File: src/rtl/if_stage.sv
// if_stage: instruction fetch stage with a single outstanding, abortable
// request to instruction memory, a one-entry hold buffer that catches a word
// returned while the hazard unit stalls IF/ID, and a redirect path that
// flushes everything in flight.
module if_stage #(
  parameter logic [31:0] RESET_PC = 32'h0000_0000
) (
  input  logic        clk,
  input  logic        rst,
  // instruction memory side
  output logic        imem_req,
  output logic [31:0] imem_addr,
  input  logic        imem_ready,
  input  logic [31:0] imem_rdata,
  // pipeline control
  input  logic        stall,
  input  logic        redirect,
  input  logic [31:0] redirect_pc,
  // IF/ID register
  output logic        id_valid,
  output logic [31:0] id_instr,
  output logic [31:0] id_pc,
  output logic [31:0] id_pc_plus4
);

  localparam logic [1:0] IDLE  = 2'd0;
  localparam logic [1:0] FETCH = 2'd1;
  localparam logic [1:0] HOLD  = 2'd2;

  logic [1:0]  state_q, state_d;
  logic [31:0] pc_q, pc_d;

  logic        id_valid_q, id_valid_d;
  logic [31:0] id_instr_q, id_instr_d;
  logic [31:0] id_pc_q, id_pc_d;
  logic [31:0] id_pc_plus4_q, id_pc_plus4_d;

  logic        hold_valid_q, hold_valid_d;
  logic [31:0] hold_instr_q, hold_instr_d;
  logic [31:0] hold_pc_q, hold_pc_d;

  logic [31:0] pc_plus4;
  logic [31:0] hold_pc_plus4;
  logic [31:0] redirect_pc_aligned;

  // 32-bit adders wrap naturally, so 0xFFFF_FFFC + 4 yields 0.
  assign pc_plus4            = pc_q + 32'd4;
  assign hold_pc_plus4       = hold_pc_q + 32'd4;
  assign redirect_pc_aligned = redirect_pc & ~32'h0000_0003;

  // A request is presented only while actively fetching; reset masks it
  // combinationally so memory never sees a request during reset.
  assign imem_req  = (state_q == FETCH) && !rst;
  assign imem_addr = pc_q;

  assign id_valid    = id_valid_q;
  assign id_instr    = id_instr_q;
  assign id_pc       = id_pc_q;
  assign id_pc_plus4 = id_pc_plus4_q;

  // Next-state logic for the fetch FSM, PC, IF/ID register and hold buffer.
  always_comb begin
    // NOTE: every variable gets a default here so no path can infer a latch.
    state_d       = state_q;
    pc_d          = pc_q;
    id_valid_d    = id_valid_q;
    id_instr_d    = id_instr_q;
    id_pc_d       = id_pc_q;
    id_pc_plus4_d = id_pc_plus4_q;
    hold_valid_d  = hold_valid_q;
    hold_instr_d  = hold_instr_q;
    hold_pc_d     = hold_pc_q;

    if (redirect) begin
      // A taken branch/jump overrides stall and any returned word: restart
      // fetching at the aligned target with an empty pipeline front.
      pc_d         = redirect_pc_aligned;
      id_valid_d   = 1'b0;
      hold_valid_d = 1'b0;
      state_d      = FETCH;
    end else begin
      case (state_q)
        IDLE: begin
          state_d = FETCH;
        end

        FETCH: begin
          if (stall) begin
            // IF/ID holds; a word that arrives now must not be lost, so park
            // it with its address and stop requesting until the stall clears.
            if (imem_ready) begin
              hold_valid_d = 1'b1;
              hold_instr_d = imem_rdata;
              hold_pc_d    = pc_q;
              state_d      = HOLD;
            end
          end else if (imem_ready) begin
            id_valid_d    = 1'b1;
            id_instr_d    = imem_rdata;
            id_pc_d       = pc_q;
            id_pc_plus4_d = pc_plus4;
            pc_d          = pc_plus4;
          end else begin
            // Memory not ready: hand ID a bubble and retry the same address.
            id_valid_d = 1'b0;
          end
        end

        HOLD: begin
          if (!stall) begin
            id_valid_d    = hold_valid_q;
            id_instr_d    = hold_instr_q;
            id_pc_d       = hold_pc_q;
            id_pc_plus4_d = hold_pc_plus4;
            pc_d          = hold_pc_plus4;
            hold_valid_d  = 1'b0;
            state_d       = FETCH;
          end
        end

        default: begin
          // Unused encoding: recover by restarting the fetch sequence.
          state_d      = IDLE;
          id_valid_d   = 1'b0;
          hold_valid_d = 1'b0;
        end
      endcase
    end
  end

  // State registers with synchronous reset that outranks every other input.
  always_ff @(posedge clk) begin
    if (rst) begin
      state_q       <= IDLE;
      pc_q          <= RESET_PC;
      id_valid_q    <= 1'b0;
      id_instr_q    <= 32'h0;
      id_pc_q       <= 32'h0;
      id_pc_plus4_q <= 32'h0;
      // NOTE: the hold buffer payload is cleared too, not just its valid bit,
      // so no stale word is observable after reset.
      hold_valid_q  <= 1'b0;
      hold_instr_q  <= 32'h0;
      hold_pc_q     <= 32'h0;
    end else begin
      // NOTE: non-blocking assignments so all flops update from pre-edge values.
      state_q       <= state_d;
      pc_q          <= pc_d;
      id_valid_q    <= id_valid_d;
      id_instr_q    <= id_instr_d;
      id_pc_q       <= id_pc_d;
      id_pc_plus4_q <= id_pc_plus4_d;
      hold_valid_q  <= hold_valid_d;
      hold_instr_q  <= hold_instr_d;
      hold_pc_q     <= hold_pc_d;
    end
  end

endmodule

File: config.mk
export PLATFORM = sky130hd
export DESIGN_NAME = if_stage
export DESIGN_NICKNAME = d
export VERILOG_FILES = /design/src/rtl/if_stage.sv
export SDC_FILE = /design/constraint.sdc
export NUM_CORES = 1
export LEC_CHECK = 0
export ABC_CLOCK_PERIOD_IN_PS = 3200
export CAP_MARGIN = 5
export CORE_ASPECT_RATIO = 0.75
export CORE_MARGIN = 1
export CORE_UTILIZATION = 45
export CTS_CLUSTER_DIAMETER = 150
export CTS_CLUSTER_SIZE = 14
export DETAILED_ROUTE_END_ITERATION = 10
export PLACE_DENSITY_LB_ADDON = 0.05
export SLEW_MARGIN = 20
export SYNTH_ARGS = -nofsm -noshare
export SYNTH_HDL_FRONTEND = slang
export SYNTH_SLANG_ARGS = --single-unit
File: constraint.sdc
create_clock -name clk -period 3.2 [get_ports clk]
set_clock_uncertainty 0.15 [all_clocks]
set_input_delay 0.8 -clock clk [delete_from_list [all_inputs] [get_ports clk]]
set_output_delay 0.8 -clock clk [all_outputs]
set_load 0.02 [all_outputs]
# Word-level counts from Yosys, hierarchy flattened
# Cells that the tools add are included.
[classes]
n_shift = 0
n_div = 0
magnitude_cmp = 0
n_addsub = 2
eq_ne = 10
mux = 26
n_bitwise = 2
reduce_logical = 14
n_mul = 0
[ops]
columns = ["op", "n"]
rows = [
  ["$mux W32", 10],
  ["$pmux W32 S2", 3],
  ["$add A32 B3 Y32 const B", 2],
  ["$reduce_and A4 Y1", 4],
  ["$ne A3 B3 Y1 const B", 4],
  ["$reduce_and A3 Y1", 3],
  ["$ne A2 B2 Y1 const B", 4],
  ["$mux W1", 7],
  ["$mux W2", 3],
  ["$pmux W1 S3", 2],
  ["$pmux W2 S3", 1],
  ["$reduce_and A5 Y1", 1],
  ["$reduce_bool A3 Y1", 1],
  ["$eq A2 B1 Y1 const B", 1],
  ["$eq A2 B2 Y1 const B", 1],
  ["$logic_not A2 Y1", 1],
  ["$not A1 Y1", 2],
  ["$reduce_bool A2 Y1", 1],
  ["$reduce_or A2 Y1", 1],
  ["$logic_and A1 B1 Y1", 1],
  ["$logic_not A1 Y1", 1],
]
[totals]
wordCells = 65
ram_bits = 0
romBits = 0
register_bits = 196
latch_bits = 0
memories = 0
in_bits = 69

# Longest topological paths before layout
# Gate-level depths: netlist of run 1.
[depth]
word_depth = 5
ltp_mapped = 17
ltp_nobuf = 11

# Worst setup path after synthesis of run 1
# OpenSTA, ideal clock, no wires.
[synth_timing]
kind = "register -> register"
start = "reg state_q[0]"
end = "reg pc_q[22], in the netlist imem_addr[22]"
period_less_slack_ps = 3410
setup_ps = 133
path_stages_with_launch = 17
arrival_ps = 3127
required_ps = 2917
path_slack_ps = -210
path_cell_list = "dfxtp_1 > inv_1 > ha_1 > buf_6 > buf_8 > buf_4 > buf_6 > buf_6 > buf_6 > mux2_2 > ha_1 > nand4b_1 > nand2_1 > nand4_1 > or4_1 > nand2_1 > a2111oi_2"
[synth_between]
elab_chain_len = 3
elab_cells_between_ends = 9
[synth_rtl]
columns = ["element", "line", "source"]
rows = [
  ["from (decl)", "30", "logic [1:0] state_q, state_d;"],
  ["from (signal assigned)", "147", "state_q <= state_d;"],
  ["$eq A2 B1 Y1 or $eq A2 B2 Y1 (tied branches)", "82", "case (state_q)"],
  ["$ne A3 B3 Y1 (no source line) (tied with other cells)", "-", ""],
  ["$reduce_and A4 Y1 (no source line) or $mux W32 (tied branches)", "-", ""],
  ["to (signal assigned)", "148", "pc_q <= pc_d;"],
  ["to (decl)", "31", "logic [31:0] pc_q, pc_d;"],
]
# Several ways; a longest one is shown, not always the timed one.
# A chain may end at the register's enable or synchronous reset.

# Final worst setup path of run 1
[layout_timing]
start = "reg state_q[1]"
end = "out imem_req"
[layout_between]
elab_chain_len = 2
[layout_rtl]
columns = ["element", "line", "source"]
rows = [
  ["$eq A2 B1 Y1", "53", "assign imem_req = (state_q == FETCH) && !rst;"],
  ["$logic_and A1 B1 Y1", "53", ""],
  ["to (decl)", "11", "output logic imem_req,"],
]
# No other way between the ends.

==> impl_metrics.toml, run 1 <==
[run_status]
status = "complete, no violations"

[power_and_ir_drop]
p_sw_mw = 1.54
p_leak_nw = 3.74
p_comb_frac = 0.160
clkPwrFrac = 0.365
p_sw_frac = 0.280
p_int_mw = 3.97
powerDensity_nw_per_um2 = 484
peakVddDrop_v = 0.000266
seqPwrFrac = 0.475

[route]
vias = 7805
wl_per_cell_um = 16.5
drtIter0Drc = 622
final_antenna_net_count = 0
drc = 0
viasPerCell = 5.36
drt-pass1-iter-count = 5
totalWireLength_um = 24000

[setup_path]
critPathCaptureType = "output pin"
critical_path_class = "flop to output pin"
arrival_ns = 2.05
worstPathMaxFanout = 10
crit_required_ns = 2.25
crit_path_start_kind = "flop"

[timing]
rsz0062_at_grt = "false"
hold_violations = 0
setup_viol = 0
period_minus_slack_ns = 3.00
worstMarginPinSlew_ns = 0.771
clock.fmax_mhz = 333
period_share = 0.938
slew_violations = 0
layout_setup_ws_ns = 0.200
relSlewSlack = 0.486

[layout]
multi_input_area_um2 = 4340
final_util = 0.612
area_growth_syn_to_layout_pct = 32.0
finish.instance_area_um2 = 11400
finalNonFillerCells = 1455
layout.nets = 1269
final_layout_size_suffix_gt1_frac = 0.0662
seq_area_um2 = 3880
n_fill_cell = 1695
diodes = 0

[yosys]
synthArstFlopShare = 0
yosysTopAreaCell = "dfxtp_1"
synth_area_leaders = "dfxtp_1, nand2_1, mux2i_1, a21oi_1, a211oi_1"
post_synth_num_cell_types = 56
synth_ff_type = "dfxtp_1"
synth_nets = 1108
syn_inst = 1034
synth-edff-count = 0
yosys_warnings = 0
yosys.area_share.xor_xnor = 0.0284
yosysTopAreaCellShare = 0.450
synth_fa_ha_area_frac = 0.00725
yosysMostFrequentCell = "nand2_1"
synth.mux.area_fraction = 0.0769
syn_area_um2 = 8630
synth_area_per_cell_um2 = 8.34
synth-seq-area-share = 0.450
synth_commonest_cells = "nand2_1, dfxtp_1, a21oi_1, nor2_1, a211oi_1"
yosys.area_share.simple = 0.204
synth-compound-area-share = 0.180
synth_seq_cells = 194
synth_top_family_by_area = "simple AND/OR/NAND/NOR gates"

[clocking]
holdBufCountCts = 0
ctsResizeCount = 0
clk_pin_slew_ns = 0.07
clockRootBuffer = "clkbuf_16"
cts_tree = "done"
htreeDepth = 4
worstSkewPairLatency_ns = 0.43
clockBufferDepth = 2
cts_num_sinks = 194
postCtsSetupRepairBufs = 0
cts_buffers = 17

[place]
place_inst = 1423
port_buffers = 196
post-place-ws_ns = 0.145
hpwlAfterDp_um = 15700
gp_congestion = 0.845
dpl_cell_area_um2 = 10800

[global_routing]
antenna_found_initial = 0
grt_use_total = 0.242
grt_max_degree = 169
first_global_vias = 7041
grt_pass1_wl_um = 37700
grt_overflow = 0

[flow_run]
drv_cap = 0

[floorplan]
ios = 199
dieArea_um2 = 19700
rows = 43
start_util = 0.463
die_w_um = 162
core_um2 = 18600
die_h_um = 122

[worst_hold_path]
min_path_type = "flop to flop"
==> final timing paths <==
check,from,slack (ns),end,cells past startpoint
setup / recovery,state_q[1]$_SDFFE_PP0P_,0.20,imem_req,4
hold / removal,hold_instr_q[31]$_SDFFE_PP0P_,0.30,hold_instr_q[31]$_SDFFE_PP0P_,2
setup reg to reg,state_q[1]$_SDFFE_PP0P_,0.25,imem_addr[23]$_SDFFE_PP0P_,8
hold reg to reg,hold_instr_q[31]$_SDFFE_PP0P_,0.30,hold_instr_q[31]$_SDFFE_PP0P_,2
==> metrics by stage <==
step | hold slack [ns] | total power, mW | setup TNS [ns]
floorplan | 0.286 | 3.14 | -0.101
global route | 0.323 | 5.74 | 0
global placement | 0.291 | 3.55 | 0
finish | 0.304 | 5.51 | 0
detailed placement | 0.297 | 3.56 | 0
CTS | 0.306 | 5.56 | 0
==> critical path: stages (launching register included) <==
cell and delay, ns:
dfxtp_1 0.37, inv_1 0.10, ha_1 0.33, nor2b_1 0.17, clkdlybuf4s50_1 0.65
==> per-layer routing <==
| layer | up-vias | global-route usage | part of all wire |
|---|---|---|---|
| met2 | 259 | 0.358 | 0.43 |
| met3 | 23 | 0.0586 | 0.075 |
| met4 | 0 | 0.0654 | 0.012 |
| li1 | 3934 | - | - |
| met5 | - | 0 | 0 |
| met1 | 3589 | 0.349 | 0.49 |
==> kinds of logic (layout without fill, tap and decap cells) <==
kind of cell / Yosys count / count (layout)
buffers and inverters: 96 / 270
flip-flops: 194 / 194
AO/OA/AOI/OAI: 246 / 246
adder cells (fa/ha/maj): 5 / 5
AND/OR/NAND/NOR: 399 / 399
multiplexers: 66 / 66
XOR/XNOR: 28 / 28
==> sequential cells by signal, summed over array words and instances, names as in the netlist <==
name / flops
id_valid: 1
hold_valid_q: 1
hold_pc_q: 32
id_pc: 32
state_q: 2
id_pc_plus4: 30
hold_instr_q: 32
id_instr: 32
imem_addr: 32
==> layout make-up <==
class	count	area share
Tap cell	247	0.0271
Timing Repair Buffer	224	0.198
Clock inverter	11	0.00868
Sequential cell	194	0.341
Multi-Input combinational cell	744	0.381
Inverter	14	0.00461
Clock buffer	21	0.0395
==> power groups by stage <==
stage | logic (mW) | registers (mW) | clock network (mW)
finish | 0.881 | 2.62 | 2.01
global route | 0.953 | 2.63 | 2.15
CTS | 0.886 | 2.62 | 2.05
detailed placement | 0.882 | 2.67 | 0
global placement | 0.877 | 2.67 | 0
floorplan | 0.362 | 2.78 | 0
==> placed cells by master, fill, tap and decap left out, types with 5 or more instances in the layout <==
| master | Yosys | routed |
|---|---|---|
| a21oi_1 | 111 | 110 |
| clkbuf_16 | 0 | 17 |
| buf_4 | 3 | 21 |
| clkdlybuf4s50_1 | 0 | 194 |
| a31oi_1 | 6 | 6 |
| nand4_1 | 9 | 9 |
| nand3_1 | 23 | 23 |
| inv_1 | 13 | 12 |
| nand3b_1 | 10 | 10 |
| nor2_1 | 91 | 91 |
| xor2_1 | 17 | 17 |
| nand2_1 | 227 | 226 |
| o21ai_0 | 18 | 18 |
| xnor2_1 | 11 | 11 |
| o22ai_1 | 15 | 15 |
| and4_1 | 5 | 5 |
| nand4b_1 | 5 | 5 |
| dfxtp_1 | 194 | 193 |
| nor3_1 | 7 | 6 |
| mux2i_1 | 64 | 63 |
| a221oi_1 | 8 | 8 |
| buf_12 | 0 | 7 |
| a211oi_1 | 67 | 67 |
No activity file was read; power rests on OpenSTA's default activity.
==> run 2, diff against run 1 <==
--- a/config.mk
+++ b/config.mk
@@ -9,7 +9,7 @@
 export CAP_MARGIN = 5
 export CORE_ASPECT_RATIO = 0.75
 export CORE_MARGIN = 1
-export CORE_UTILIZATION = 45
+export CORE_UTILIZATION = 35
 export CTS_CLUSTER_DIAMETER = 150
 export CTS_CLUSTER_SIZE = 14
 export DETAILED_ROUTE_END_ITERATION = 10
==> run 2 against run 1 <==
Effect of this change:
- worst setup slack worse by 0.043 ns
- largest cell class unchanged
- sequential share of layout area down 0.48 points
- critical endpoint unchanged
- final area rose by 1.4%
- first-iteration DRC count is 29% lower
- count of clock-buffer cells in the layout shrank 1
- global-route usage down 3.9 points
==> impl_metrics.toml, run 2 (synthesis gave the netlist of run 1 again) <==
[run_status]
status = "complete, no violations"

[floorplan]
dieArea_um2 = 25300
ios = 199
die_h_um = 138
die_w_um = 183
core_um2 = 24100
start_util = 0.358
rows = 49

[timing]
setup_viol = 0
worstMarginPinSlew_ns = 1.02
slew_violations = 0
period_share = 0.951
rsz0062_at_grt = "false"
hold_violations = 0
clock.fmax_mhz = 329
layout_setup_ws_ns = 0.156
period_minus_slack_ns = 3.04
relSlewSlack = 0.319

[global_routing]
grt_max_degree = 169
grt_use_total = 0.203
grt_pass1_wl_um = 39900
grt_overflow = 0
first_global_vias = 7006
antenna_found_initial = 1

[clocking]
holdBufCountCts = 0
cts_tree = "done"
worstSkewPairLatency_ns = 0.44
clockBufferDepth = 2
cts_buffers = 17
htreeDepth = 4
postCtsSetupRepairBufs = 0
cts_num_sinks = 194
clockRootBuffer = "clkbuf_16"
clk_pin_slew_ns = 0.07

[place]
post-place-ws_ns = 0.210
port_buffers = 196
gp_congestion = 0.783
hpwlAfterDp_um = 16800

[setup_path]
r2r_start = "state_q[1]$_SDFFE_PP0P_"
critPathCaptureType = "output pin"
crit_required_ns = 2.25
arrival_ns = 2.09
reg2reg_to = "imem_addr[23]$_SDFFE_PP0P_"
ff2ff_setup_slack_ns = 0.32
endpoint = "imem_req"
crit_path_start_kind = "flop"
worstPathMaxFanout = 10
critical_path_class = "flop to output pin"
critPathLaunch = "state_q[1]$_SDFFE_PP0P_"
r2r_cells = 8

[route]
totalWireLength_um = 25700
viasPerCell = 5.04
vias = 7760
drtIter0Drc = 444
final_antenna_net_count = 0
drt-pass1-iter-count = 5
drc = 0
wl_per_cell_um = 16.7

[power_and_ir_drop]
p_leak_nw = 3.77
peakVddDrop_v = 0.000372
powerDensity_nw_per_um2 = 500

[flow_run]
drv_cap = 0

[layout]
final_util = 0.480
area_growth_syn_to_layout_pct = 33.9
final_common_cell = "nand2_1"
final_cell_mix = "nand2_1, clkdlybuf4s50_1, dfxtp_1"
layout.nets = 1268
final_layout_size_suffix_gt1_frac = 0.0679

[worst_hold_path]
min_path_type = "flop to flop"
## run 2: cell count changes in the layout (fill, tap and decap cells not counted), sizes merged
cell      delta
buf          -1
inv          -2
bufinv       +3
diode        +1
clkinv       +2
clkinvlp     -2
clkbuf       -1
## run 2: what timing repair did
action | 4_1_cts | 5_1_grt
hold endpoints to repair | 0 | 0
gates resized for setup | 0 | 1
setup endpoints to repair | 0 | 1
## run 2: metrics by stage
step | hold slack [ns] | std cells | instance area (um^2) | power (mW) | setup TNS [ns]
after floorplan | 0.286 | 1034 | 8680 | 3.14 | -0.101
after global placement | 0.291 | 1506 | 10900 | 3.56 | 0
after detailed placement | 0.298 | 1506 | 10900 | 3.57 | 0
after CTS | 0.307 | 1538 | 11500 | 5.84 | 0
after global routing | 0.323 | 1538 | 11600 | 6.02 | 0
final | 0.304 | 1539 | 11600 | 5.77 | 0
## run 2: where the power goes
| part | switching [mW] | internal, mW |
|---|---|---|
| registers | 0.0928 | 2.53 |
| clock network | 0.990 | 1.28 |
| logic | 0.480 | 0.402 |
## run 2: cell type report
| type | instances | area, um^2 |
|---|---|---|
| flip-flops and latches | 194 | 3880 |
| repair buffers | 223 | 2250 |
| multi-input cells | 744 | 4340 |
| fillers | 2364 | 12500 |
| diodes | 1 | 2.50 |
| clock buffers | 20 | 457 |
| inverters | 14 | 52.6 |
| well taps | 331 | 414 |
| clock inverters | 12 | 155 |
## run 2: worst max-delay path, stage by stage, from the launching register on
cell	delay [ns]
dfxtp_1	0.37
inv_1	0.10
ha_1	0.34
nor2b_1	0.17
clkdlybuf4s50_1	0.67
## run 2: how the worst min path moves through the flow
stage | start | end | cells past startpoint
6_report | hold_instr_q[2]$_SDFFE_PP0P_ | hold_instr_q[2]$_SDFFE_PP0P_ | 2
5_1_grt | hold_instr_q[18]$_SDFFE_PP0P_ | hold_instr_q[18]$_SDFFE_PP0P_ | 2
4_1_cts | hold_instr_q[1]$_SDFFE_PP0P_ | hold_instr_q[1]$_SDFFE_PP0P_ | 2
3_5_place_dp | hold_instr_q[5]$_SDFFE_PP0P_ | hold_instr_q[5]$_SDFFE_PP0P_ | 2
3_3_place_gp | hold_instr_q[10]$_SDFFE_PP0P_ | hold_instr_q[10]$_SDFFE_PP0P_ | 2
2_1_floorplan | hold_instr_q[0]$_SDFFE_PP0P_ | hold_instr_q[0]$_SDFFE_PP0P_ | 2
## run 2: metal layers
metal / up-vias / track usage / wire (um)
met5: - / 0 / 0
met4: 0 / 0.0486 / 248
met3: 15 / 0.0462 / 1450
met2: 207 / 0.296 / 10900
met1: 3604 / 0.299 / 13100
li1: 3934 / - / -
==> run 3, diff against run 2 <==
--- a/config.mk
+++ b/config.mk
@@ -8,8 +8,8 @@
 export ABC_CLOCK_PERIOD_IN_PS = 3200
 export CAP_MARGIN = 5
 export CORE_ASPECT_RATIO = 0.75
-export CORE_MARGIN = 1
-export CORE_UTILIZATION = 35
+export CORE_MARGIN = 2
+export CORE_UTILIZATION = 45
 export CTS_CLUSTER_DIAMETER = 150
 export CTS_CLUSTER_SIZE = 14
 export DETAILED_ROUTE_END_ITERATION = 10
==> run 3 against run 2 <==
Effect of this change:
- register-to-register slack worse by 0.09 ns
- worst setup slack better by 0.014 ns
- final area is 1.6% lower
- combinational power hardly changed
- routed wire length is 5.9% lower
- sequential share of layout area is 0.55 points higher
- first-iteration DRC count is 25% higher
- critical path depth stayed put
- critical endpoint unchanged
- highest routed layer unchanged
==> impl_metrics.toml, run 3 (synthesis gave the netlist of run 1 again) <==
[power_and_ir_drop]
p_comb_frac = 0.160
finalPower_mw = 5.53
seqPwrFrac = 0.474
peakVddDrop_v = 0.000262
p_sw_mw = 1.53
p_int_mw = 4.01
p_leak_nw = 3.74
powerDensity_nw_per_um2 = 487
clkPwrFrac = 0.366
p_sw_frac = 0.276

[place]
port_buffers = 196
dpl_cell_area_um2 = 10800
hpwlAfterDp_um = 16300
gp_congestion = 0.835

[route]
vias = 7812
final_antenna_net_count = 0
totalWireLength_um = 24200
viasPerCell = 5.38
wl_per_cell_um = 16.7
drc = 0
drtIter0Drc = 557
drt-pass1-iter-count = 5

[layout]
final_common_cell = "nand2_1"
area_growth_syn_to_layout_pct = 31.8
finish.instance_area_um2 = 11400
final_layout_size_suffix_gt1_frac = 0.0655
layout.nets = 1269
final_util = 0.611
final_cell_mix = "nand2_1, clkdlybuf4s50_1, dfxtp_1"
diodes = 0

[timing]
period_share = 0.947
worstMarginPinSlew_ns = 0.912
clock.fmax_mhz = 330
slew_violations = 0
hold_violations = 0
rsz0062_at_grt = "false"
finalSetupTns_ns = 0
relSlewSlack = 0.392
setup_viol = 0
period_minus_slack_ns = 3.03
hold-worst-slack_ns = 0.304

[setup_path]
critical_path_class = "flop to output pin"
crit_path_start_kind = "flop"
cp_cell_sequence = "inv_1 > ha_1 > nor2b_1 > clkdlybuf4s50_1"
ff2ff_setup_slack_ns = 0.23
arrival_ns = 2.08
worstPathMaxFanout = 10
critPathCaptureType = "output pin"
max_stage_delay_ns = 0.66
crit_required_ns = 2.25
cpMaxStageDelayCell = "clkdlybuf4s50_1"

[clocking]
cts_buffers = 17
holdBufCountCts = 0
clk_pin_slew_ns = 0.07
htreeDepth = 4
postCtsSetupRepairBufs = 0
cts_num_sinks = 194
cts_tree = "done"
ctsResizeCount = 0
clockBufferDepth = 2
clockRootBuffer = "clkbuf_16"
worstSkewPairLatency_ns = 0.43

[flow_run]
drv_cap = 0

[run_status]
status = "complete, no violations"

[global_routing]
grt_pass1_wl_um = 38300
first_global_vias = 7178
grt_use_total = 0.240
grt_max_degree = 169
antenna_found_initial = 0
grt_overflow = 0

[floorplan]
core_um2 = 18600
dieArea_um2 = 20300
ios = 199
die_w_um = 164
die_h_um = 124
start_util = 0.463
rows = 43

[worst_hold_path]
min_path_type = "flop to flop"
## run 3: worst paths after layout
path / start / end / depth (start not counted)
max: state_q[1]$_SDFFE_PP0P_ / imem_req / 4
min: hold_instr_q[21]$_SDFFE_PP0P_ / hold_instr_q[21]$_SDFFE_PP0P_ / 2
max reg2reg: state_q[1]$_SDFFE_PP0P_ / imem_addr[28]$_SDFFE_PP0P_ / 10
min reg2reg: hold_instr_q[21]$_SDFFE_PP0P_ / hold_instr_q[21]$_SDFFE_PP0P_ / 2
## run 3: per-layer routing
layer	GRT usage	vias to the layer above	routed length [um]	share of wire
li1	-	3921	-	-
met4	0.0680	0	325	0.013
met3	0.0513	24	1580	0.065
met5	0	-	0	0
met2	0.347	242	10300	0.42
met1	0.357	3625	12000	0.50
## run 3: power by group through the flow
stage          sequential [mW]  clock, mW  combinational (mW)
2_1_floorplan             2.78          0               0.362
3_3_place_gp              2.68          0               0.879
3_5_place_dp              2.68          0               0.885
4_1_cts                   2.62       2.07               0.889
5_1_grt                   2.64       2.17               0.959
6_report                  2.62       2.03               0.884
## run 3: worst max-delay path: cells and delay by family, from the launching register on
family / cells / cell delay, ns
adders and majority gates: 1 / 0.34
buffers and inverters: 2 / 0.76
DFF: 1 / 0.37
and+or+nand+nor: 1 / 0.18
## run 3: final cells by class
class | count | area [um^2]
Sequential cell | 194 | 3880
Multi-Input combinational cell | 744 | 4340
Inverter | 14 | 52.6
Timing Repair Buffer | 224 | 2240
Clock buffer | 19 | 433
Clock inverter | 11 | 106
Tap cell | 247 | 309
Fill cell | 1751 | 7250
## run 3: metrics by stage
step | cells | setup slack (ns)
after floorplan | 1034 | -0.0513
after global placement | 1423 | 0.194
after detailed placement | 1423 | 0.161
after CTS | 1453 | 0.167
after global routing | 1453 | 0.0482
final | 1453 | 0.171
